--- src/rtl/la_in_capture.sv ---
// la_in_capture
// Samples the logic-analyzer input bus every cycle and watches for a masked
// trigger pattern. Each rising edge of a match (while armed) stores the sampled
// bus in a small snapshot FIFO. The head snapshot is streamed out LSW first as
// WORD_W-bit words over a valid/ready interface so firmware can read it back.
module la_in_capture #(
  parameter int LA_W   = 128,
  parameter int WORD_W = 32,
  parameter int DEPTH  = 4
) (
  input  logic                     sys_clk,
  input  logic                     RSTB,
  input  logic [LA_W-1:0]          la_data_in,
  input  logic                     arm,
  input  logic [LA_W-1:0]          trig_mask,
  input  logic [LA_W-1:0]          trig_value,
  output logic [WORD_W-1:0]        rd_data,
  output logic                     rd_valid,
  output logic                     rd_last,
  input  logic                     rd_ready,
  output logic [$clog2(DEPTH):0]   fifo_count,
  output logic                     overflow,
  input  logic                     clr_ovf
);

  localparam int NWORDS = LA_W / WORD_W;
  localparam int IDX_W  = (NWORDS > 1) ? $clog2(NWORDS) : 1;
  localparam int PTR_W  = $clog2(DEPTH);
  localparam int CNT_W  = PTR_W + 1;

  localparam logic [IDX_W-1:0] LAST_IDX = IDX_W'(NWORDS - 1);
  localparam logic [CNT_W-1:0] FULL_CNT = CNT_W'(DEPTH);

  typedef enum logic {
    IDLE,
    SEND
  } state_t;

  // Sampled bus and the registered match flag used for edge detection.
  logic [LA_W-1:0]   la_q;
  logic              match;
  logic              match_q;
  logic              cap;

  // Snapshot storage.
  logic [LA_W-1:0]   mem [DEPTH];
  logic [PTR_W-1:0]  wr_ptr;
  logic [PTR_W-1:0]  rd_ptr;
  logic [LA_W-1:0]   head;
  logic [CNT_W-1:0]  count_next;
  logic              full;
  logic              wr_en;
  logic              drop;

  // Readout state.
  state_t            state_q;
  state_t            state_d;
  logic [IDX_W-1:0]  word_idx;
  logic [IDX_W-1:0]  word_idx_d;
  logic              handshake;
  logic              pop;

  // A snapshot is taken only on the first cycle of a match, so a held pattern
  // produces one capture rather than one per cycle.
  assign match = (((la_q ^ trig_value) & trig_mask) == '0);
  assign cap   = arm & match & ~match_q;

  // The head word leaves on a handshake; the final word of a snapshot frees
  // its FIFO slot.
  assign handshake = rd_valid & rd_ready;
  assign pop       = handshake & rd_last;

  // When full, a pop on the same edge frees the slot the new snapshot needs.
  assign full  = (fifo_count == FULL_CNT);
  assign wr_en = cap & (~full | pop);
  assign drop  = cap & ~wr_en;

  assign head = mem[rd_ptr];

  // Register the bus and the match flag every cycle, regardless of arm.
  always_ff @(posedge sys_clk or negedge RSTB) begin
    if (!RSTB) begin
      la_q    <= '0;
      match_q <= 1'b0;
    end else begin
      la_q    <= la_data_in;
      match_q <= match;
    end
  end

  // Snapshot storage needs no reset; the pointers and count define validity.
  always_ff @(posedge sys_clk) begin
    if (wr_en) begin
      mem[wr_ptr] <= la_q;
    end
  end

  // Occupancy after this edge: writes and pops on the same edge cancel.
  always_comb begin
    count_next = fifo_count;
    if (wr_en && !pop) begin
      count_next = fifo_count + CNT_W'(1);
    end else if (pop && !wr_en) begin
      count_next = fifo_count - CNT_W'(1);
    end
  end

  // Pointers wrap naturally because DEPTH is a power of two.
  always_ff @(posedge sys_clk or negedge RSTB) begin
    if (!RSTB) begin
      wr_ptr     <= '0;
      rd_ptr     <= '0;
      fifo_count <= '0;
    end else begin
      if (wr_en) begin
        wr_ptr <= wr_ptr + PTR_W'(1);
      end
      if (pop) begin
        rd_ptr <= rd_ptr + PTR_W'(1);
      end
      fifo_count <= count_next;
    end
  end

  // Sticky drop flag; a drop on the same edge as a clear keeps it set.
  always_ff @(posedge sys_clk or negedge RSTB) begin
    if (!RSTB) begin
      overflow <= 1'b0;
    end else if (drop) begin
      overflow <= 1'b1;
    end else if (clr_ovf) begin
      overflow <= 1'b0;
    end
  end

  // Readout state register and word pointer.
  always_ff @(posedge sys_clk or negedge RSTB) begin
    if (!RSTB) begin
      state_q  <= IDLE;
      word_idx <= '0;
    end else begin
      state_q  <= state_d;
      word_idx <= word_idx_d;
    end
  end

  // Output decode: driven purely from state so reset clears them at once and
  // the presented word cannot change until it is accepted.
  always_comb begin
    rd_valid = 1'b0;
    rd_last  = 1'b0;
    rd_data  = '0;
    if (state_q == SEND) begin
      rd_valid = 1'b1;
      rd_last  = (word_idx == LAST_IDX);
      for (int i = 0; i < NWORDS; i++) begin
        if (word_idx == IDX_W'(i)) begin
          rd_data = head[i*WORD_W +: WORD_W];
        end
      end
    end
  end

  // Next-state logic: start sending once a snapshot is stored, and continue
  // straight into the next snapshot without an idle cycle if one remains.
  always_comb begin
    state_d    = state_q;
    word_idx_d = word_idx;
    case (state_q)
      IDLE: begin
        word_idx_d = '0;
        if (fifo_count != '0) begin
          state_d = SEND;
        end
      end
      SEND: begin
        if (pop) begin
          word_idx_d = '0;
          if (count_next == '0) begin
            state_d = IDLE;
          end
        end else if (handshake) begin
          word_idx_d = word_idx + IDX_W'(1);
        end
      end
      default: begin
        state_d    = IDLE;
        word_idx_d = '0;
      end
    endcase
  end

endmodule

--- config.mk ---
export PLATFORM = sky130hd
export DESIGN_NAME = la_in_capture
export DESIGN_NICKNAME = d
export VERILOG_FILES = /design/src/rtl/la_in_capture.sv
export SDC_FILE = /design/constraint.sdc
export NUM_CORES = 1
export LEC_CHECK = 0
export BUFFER_PORTS_ARGS = -buffer_cell sky130_fd_sc_hd__clkbuf_2
export CAP_MARGIN = 20
export CORE_UTILIZATION = 55
export DETAILED_ROUTE_END_ITERATION = 10
export PLACE_DENSITY = 0.78
export SLEW_MARGIN = 25
export SYNTH_ARGS = -nofsm -noshare
export SYNTH_HDL_FRONTEND = slang
export SYNTH_SLANG_ARGS = --single-unit
--- constraint.sdc ---
create_clock -name sys_clk -period 13.94 [get_ports sys_clk]
set_clock_uncertainty 0.2 [all_clocks]
set_input_delay 2.788 -clock sys_clk [delete_from_list [all_inputs] [get_ports sys_clk]]
set_output_delay 2.788 -clock sys_clk [all_outputs]
set_load 0.005 [all_outputs]
# --- Yosys cells after proc, flatten, opt, wreduce, memory -nomap -nowiden ---
# Memory sizes are Yosys's and may differ from the RTL's.
# Cells that the tools add are included.
classes:
  bitwise_logic: 13
  div_mod_pow: 0
  eq_ne: 5
  multipliers: 0
  n_lt_le_gt_ge: 0
  add_sub_neg: 5
  muxes: 20
  reduce_logical: 9
  n_shift: 0
op_table:
  columns: ["op", "count"]
  rows:
  - ["32-bit 2-to-1 mux", 5]
  - ["128-bit bitwise AND", 1]
  - ["128-bit zero test", 1]
  - ["128-bit bitwise XOR", 1]
  - ["1-bit 2-to-1 mux", 9]
  - ["2-bit by 1-bit adder with 2-bit output, second input constant", 3]
  - ["1-bit bitwise AND", 6]
  - ["3-bit 2-to-1 mux", 2]
  - ["2-bit == test, second input constant", 2]
  - ["2-bit 2-to-1 mux", 2]
  - ["1-bit NOT", 4]
  - ["2-bit case mux with 2 select lines", 1]
  - ["3-bit by 1-bit adder with 3-bit output, second input constant", 1]
  - ["3-bit == test, second input constant", 1]
  - ["3-bit zero test", 1]
  - ["3-bit by 1-bit != test with 1-bit output, second input constant", 1]
  - ["3-bit nonzero test", 1]
  - ["3-bit by 1-bit subtractor with 3-bit output, second input constant", 1]
  - ["2-bit by 1-bit == test with 1-bit output, second input constant", 1]
  - ["1-bit logical AND", 2]
  - ["1-bit zero test", 2]
  - ["2-bit zero test", 1]
  - ["1-bit case mux with 2 select lines", 1]
  - ["2-bit nonzero test", 1]
  - ["1-bit bitwise OR", 1]
totals:
  mem_count: 1
  rom_bits: 0
  ramBits: 512
  in_bits: 389
  output_inout_bits: 38
  regBits: 140
  latch_bits: 0
mem_list:
  columns: ["name", "depth", "word_bits", "rd", "rd_ports_with_merged_regs", "wr", "line", "source"]
  rows:
  - ["mem", 4, 128, 1, 0, 1, "46", "logic [LA_W-1:0] mem [DEPTH];"]

# --- Logic depth before layout (Yosys ltp) ---
logic_depth:
  word_depth: 14
  depth_mapped: 11

# --- Least setup slack after synthesis ---
# OpenSTA, ideal clock, no wires.
synth_path:
  path_kind: "input-to-reg"
  start: "input trig_value[32]"
  end: "memory mem[0][0] (enable)"
  stages: 8
  path_buffers: 1
  arrival_time_ps: 7162
  setup_slack_ps: 6075
  cell_sequence: "xor2_1 a22oi_1 nand4_1 nor4_1 nand4_1 nor3b_4 buf_4 and3_1"
synth_via:
  elab_chain_len: 8
synth_lines:
  columns: ["element", "line", "source"]
  rows:
  - ["from (decl)", "16", "input logic [LA_W-1:0] trig_value,"]
  - ["128-bit bitwise XOR", "65", "assign match = (((la_q ^ trig_value) & trig_mask) == '0);"]
  - ["128-bit bitwise AND", "65", null]
  - ["128-bit zero test", "65", null]
  - ["1-bit bitwise AND (2 in series)", "66", "assign cap = arm & match & ~match_q;"]
  - ["1-bit bitwise AND", "75", "assign wr_en = cap & (~full | pop);"]
  - ["1-bit 2-to-1 mux", "93", "if (wr_en) begin"]
  - ["1-bit 2-to-1 mux (implied by the code)", "94", "mem[wr_ptr] <= la_q;"]
  - ["to (decl)", "46", null]
# No other way between the ends.

# --- Final worst setup path ---
layout_path:
  start: "input trig_value[101]"
  end: "memory mem[3][83] (enable)"
# The elaborated chain is that of the path after synthesis.

==> flow_metrics.env <==
export IMPL_whs_path_depth=0
export IMPL_setup_tns_ns=0
export IMPL_row_count=78
export IMPL_r2r_slack_ns=7.74
export IMPL_hold_buffers=0
export IMPL_reg2reg_depth=9
export IMPL_hold_end="mem[1][115]"
export IMPL_synth_seq_cells=652
export IMPL_hold_viol=0
export IMPL_clk_path_buf_depth=3
export IMPL_pwr_share_clk_pct=32.4
export IMPL_routed_wl_mm=66.5
export IMPL_die_area_sq_um=46700
export IMPL_synth_top_family_by_area="multiplexers"
export IMPL_first_pass_iters=5
export IMPL_seqPwrFrac_pct=42.8
export IMPL_slowest_delay_ns=0.99
export IMPL_yosys_warnings=0
export IMPL_h_tree_depth=2
export IMPL_yosysTopAreaCell="edfxtp_1"
export IMPL_synth_avg_cell_area_sq_um=19.3
export IMPL_combPwrFrac_pct=24.8
export IMPL_ant_nets=0
export IMPL_rr_endpoint="mem[3][83]"
export IMPL_fp_dieH_um=216
export IMPL_synthTopCellsByArea="edfxtp_1 61%, dfrtp_1 14%, mux4_2 11%"
export IMPL_syn_cell_area_sq_um=25200
export IMPL_min_path_type="flip-flop to flip-flop"
export IMPL_clk_latency_ns=0.64
export IMPL_clkTransAtPathRegs_ns=0.06
export IMPL_grt_max_degree=75
export IMPL_initial_core_util_pct=55.7
export IMPL_status="completed"
export IMPL_regArea_sq_um=18900
export IMPL_dp_hpwl_mm=44.0
export IMPL_route_vias_total=14300
export IMPL_overflow=0
export IMPL_dp_cells=2291
export IMPL_instances_no_fill=2415
export IMPL_timing_rr_start="la_q[101]"
export IMPL_ctsResizeCount=0
export IMPL_crit_slowest_cell="nor4_1"
export IMPL_cp_top_family="simple AND/OR/NAND/NOR gates"
export IMPL_area_growth_synth_to_final_pct=19.8
export IMPL_cts_setup_buffers=0
export IMPL_ios=427
export IMPL_min_from="la_q[115]"
export IMPL_synth_area_mux_share_pct=11.8
export IMPL_worstSetupStartpointType="input port"
export IMPL_syn_instance_count=1308
export IMPL_critPathBufInv=3
export IMPL_synth_fp_nets=1708
export IMPL_cts_inserted_buffers=61
export IMPL_tightestPinTransition_ns=1.07
export IMPL_async_flop_share_pct=21.5
export IMPL_p_per_area_nw_per_um2=173
export IMPL_fmax_mhz=126
export IMPL_synth_adder_area_share_pct=0.546
export IMPL_path_cells="clkbuf_2 -> xor2_1 -> a22oi_1 -> nand4_1 -> nor4_1 -> nand4_1 -> nor3b_4 -> and3_4 -> buf_6 -> buf_4"
export IMPL_grt_pass1_wl_mm=94.3
export IMPL_maxSlewViolCount=0
export IMPL_drc=0
export IMPL_drive_gt1_share_pct=37.7
export IMPL_worstPathArrival_ns=8.03
export IMPL_portBuffers=426
export IMPL_cts_sinks=652
export IMPL_path_max_fanout=71
export IMPL_internal_power_uw=3720
export IMPL_synthSimpleGateAreaFrac_pct=2.95
export IMPL_synth_top_area_share_pct=61.0
export IMPL_fin_nets=2158
export IMPL_antenna_found_initial=9
export IMPL_switching_share_pct=29.1
export IMPL_synth_xor_area_share_pct=4.62
export IMPL_multiInputGateArea_sq_um=6110
export IMPL_period_share_pct=57.1
export IMPL_crit_cells=10
export IMPL_synth_edf_count=512
export IMPL_critPathCaptureType="flip-flop"
export IMPL_grt_use_total_pct=28.5
export IMPL_setup_viol=0
export IMPL_synthTopCellsByCount="512 x edfxtp_1, 140 x dfrtp_1, 129 x xor2_1"
export IMPL_peakVddDrop_mv=0.122
export IMPL_worstPathRequired_ns=14.01
export IMPL_place_congestion=0.861
export IMPL_wl_per_cell_um=27.5
export IMPL_synth_most_common_cell="edfxtp_1"
export IMPL_yosysSeqAreaShare_pct=74.9
export IMPL_net_switching_power_uw=1530
export IMPL_viasPerCell=5.91
export IMPL_min_period_ns=7.96
export IMPL_crit_top_cell="nand4_1"
export IMPL_synth_compound_area_share_pct=4.20
export IMPL_slew_headroom_pct=28.4
export IMPL_root_buffer="clkbuf_16"
export IMPL_leakage_uw=0.0113
export IMPL_synth_cell_types=31
export IMPL_cts_tree="done"
export IMPL_rsz0062_at_grt="no"
export IMPL_fillers=3057
export IMPL_grt_pass1_vias=14700
export IMPL_dieWidth_um=216
export IMPL_maxCapViolations=0
export IMPL_crit_type="input port to flip-flop"
export IMPL_synthFlopType="edfxtp_1"
export IMPL_drt_initial_drc_count=1576
export IMPL_core_sq_um=45300
cell type report:
| type | instances | area share [%] |
|---|---|---|
| clock buffers | 81 | 5.57 |
| flip-flops and latches | 652 | 62.5 |
| well taps | 600 | 2.48 |
| inverters | 9 | 0.112 |
| multi-input cells | 590 | 20.2 |
| diodes | 4 | 0.0331 |
| repair buffers | 444 | 7.84 |
| clock inverters | 35 | 1.24 |
cell families after synthesis:
| logic type | count (synthesis) |
|---|---|
| XOR/XNOR | 133 |
| AND/OR/NAND/NOR | 147 |
| multiplexers | 136 |
| AO/OA/AOI/OAI | 163 |
| flip-flops | 652 |
| adder cells (fa/ha/maj) | 11 |
| buffers and inverters | 66 |
state kept, by name, indices dropped and copies added, names as in the netlist:
signal / count
la_q: 128
state_q: 1
word_idx: 2
match_q: 1
overflow: 1
rd_ptr: 2
wr_ptr: 2
mem: 512
fifo_count: 3
per-layer routing:
metal | track usage [%] | wire length (um) | share of wire, % | vias to the layer above
met4 | 11.2 | 2210 | 3.3 | 4
met2 | 46.0 | 33300 | 50 | 792
li1 | - | - | - | 6075
met5 | 0 | 27 | 0.041 | -
met3 | 7.59 | 6190 | 9.3 | 115
met1 | 37.2 | 24700 | 37 | 7281
worst max path at each step:
stage / startpoint / end / slack [ns]
after global placement: trig_value[101] / mem[3][49] / 5.23
final: trig_value[101] / mem[3][83] / 5.98
after floorplan: trig_value[32] / mem[0][0] / 6.07
after global routing: trig_value[101] / mem[2][48] / 5.82
after detailed placement: trig_value[101] / mem[3][17] / 5.12
after CTS: trig_value[101] / mem[3][48] / 5.78
power by group through the flow:
| stage | Combinational, uW | Clock, uW | Sequential [uW] |
|---|---|---|---|
| final | 1300 | 1700 | 2240 |
| after global routing | 1390 | 1790 | 2250 |
| after CTS | 1260 | 1720 | 2270 |
| after detailed placement | 1250 | 0 | 2310 |
| after global placement | 1230 | 0 | 2310 |
| after floorplan | 870 | 0 | 2200 |
through the flow:
| stage | setup WS [ns] | hold slack [ns] | instance area (sq um) | utilization (%) | power [uW] |
|---|---|---|---|---|---|
| final | 5.98 | 0.346 | 30200 | 66.7 | 5240 |
| after global routing | 5.82 | 0.364 | 30200 | 66.7 | 5430 |
| after CTS | 5.78 | 0.343 | 30100 | 66.4 | 5250 |
| after detailed placement | 5.12 | 0.333 | 28000 | 61.9 | 3560 |
| after global placement | 5.23 | 0.316 | 28000 | 61.9 | 3540 |
| after floorplan | 6.07 | 0.294 | 25200 | - | 3070 |
cell usage in the layout (no fill, tap or decap), types with 12 or more instances in the layout:
cell type  netlist  final
nand4_1         18     18
buf_4            1     12
clkbuf_2         0    425
clkbuf_1        34     12
a21oi_1         32     32
mux4_2         128    128
edfxtp_1       512    512
dfrtp_1        140    137
clkinv_2         0     13
a22oi_1         96     96
nand2_1         39     39
clkbuf_16        0     61
nor2_1          35     35
o21ai_0         33     33
and2_1          34     34
xor2_1         129    129
No activity file was read; power rests on OpenSTA's default activity.
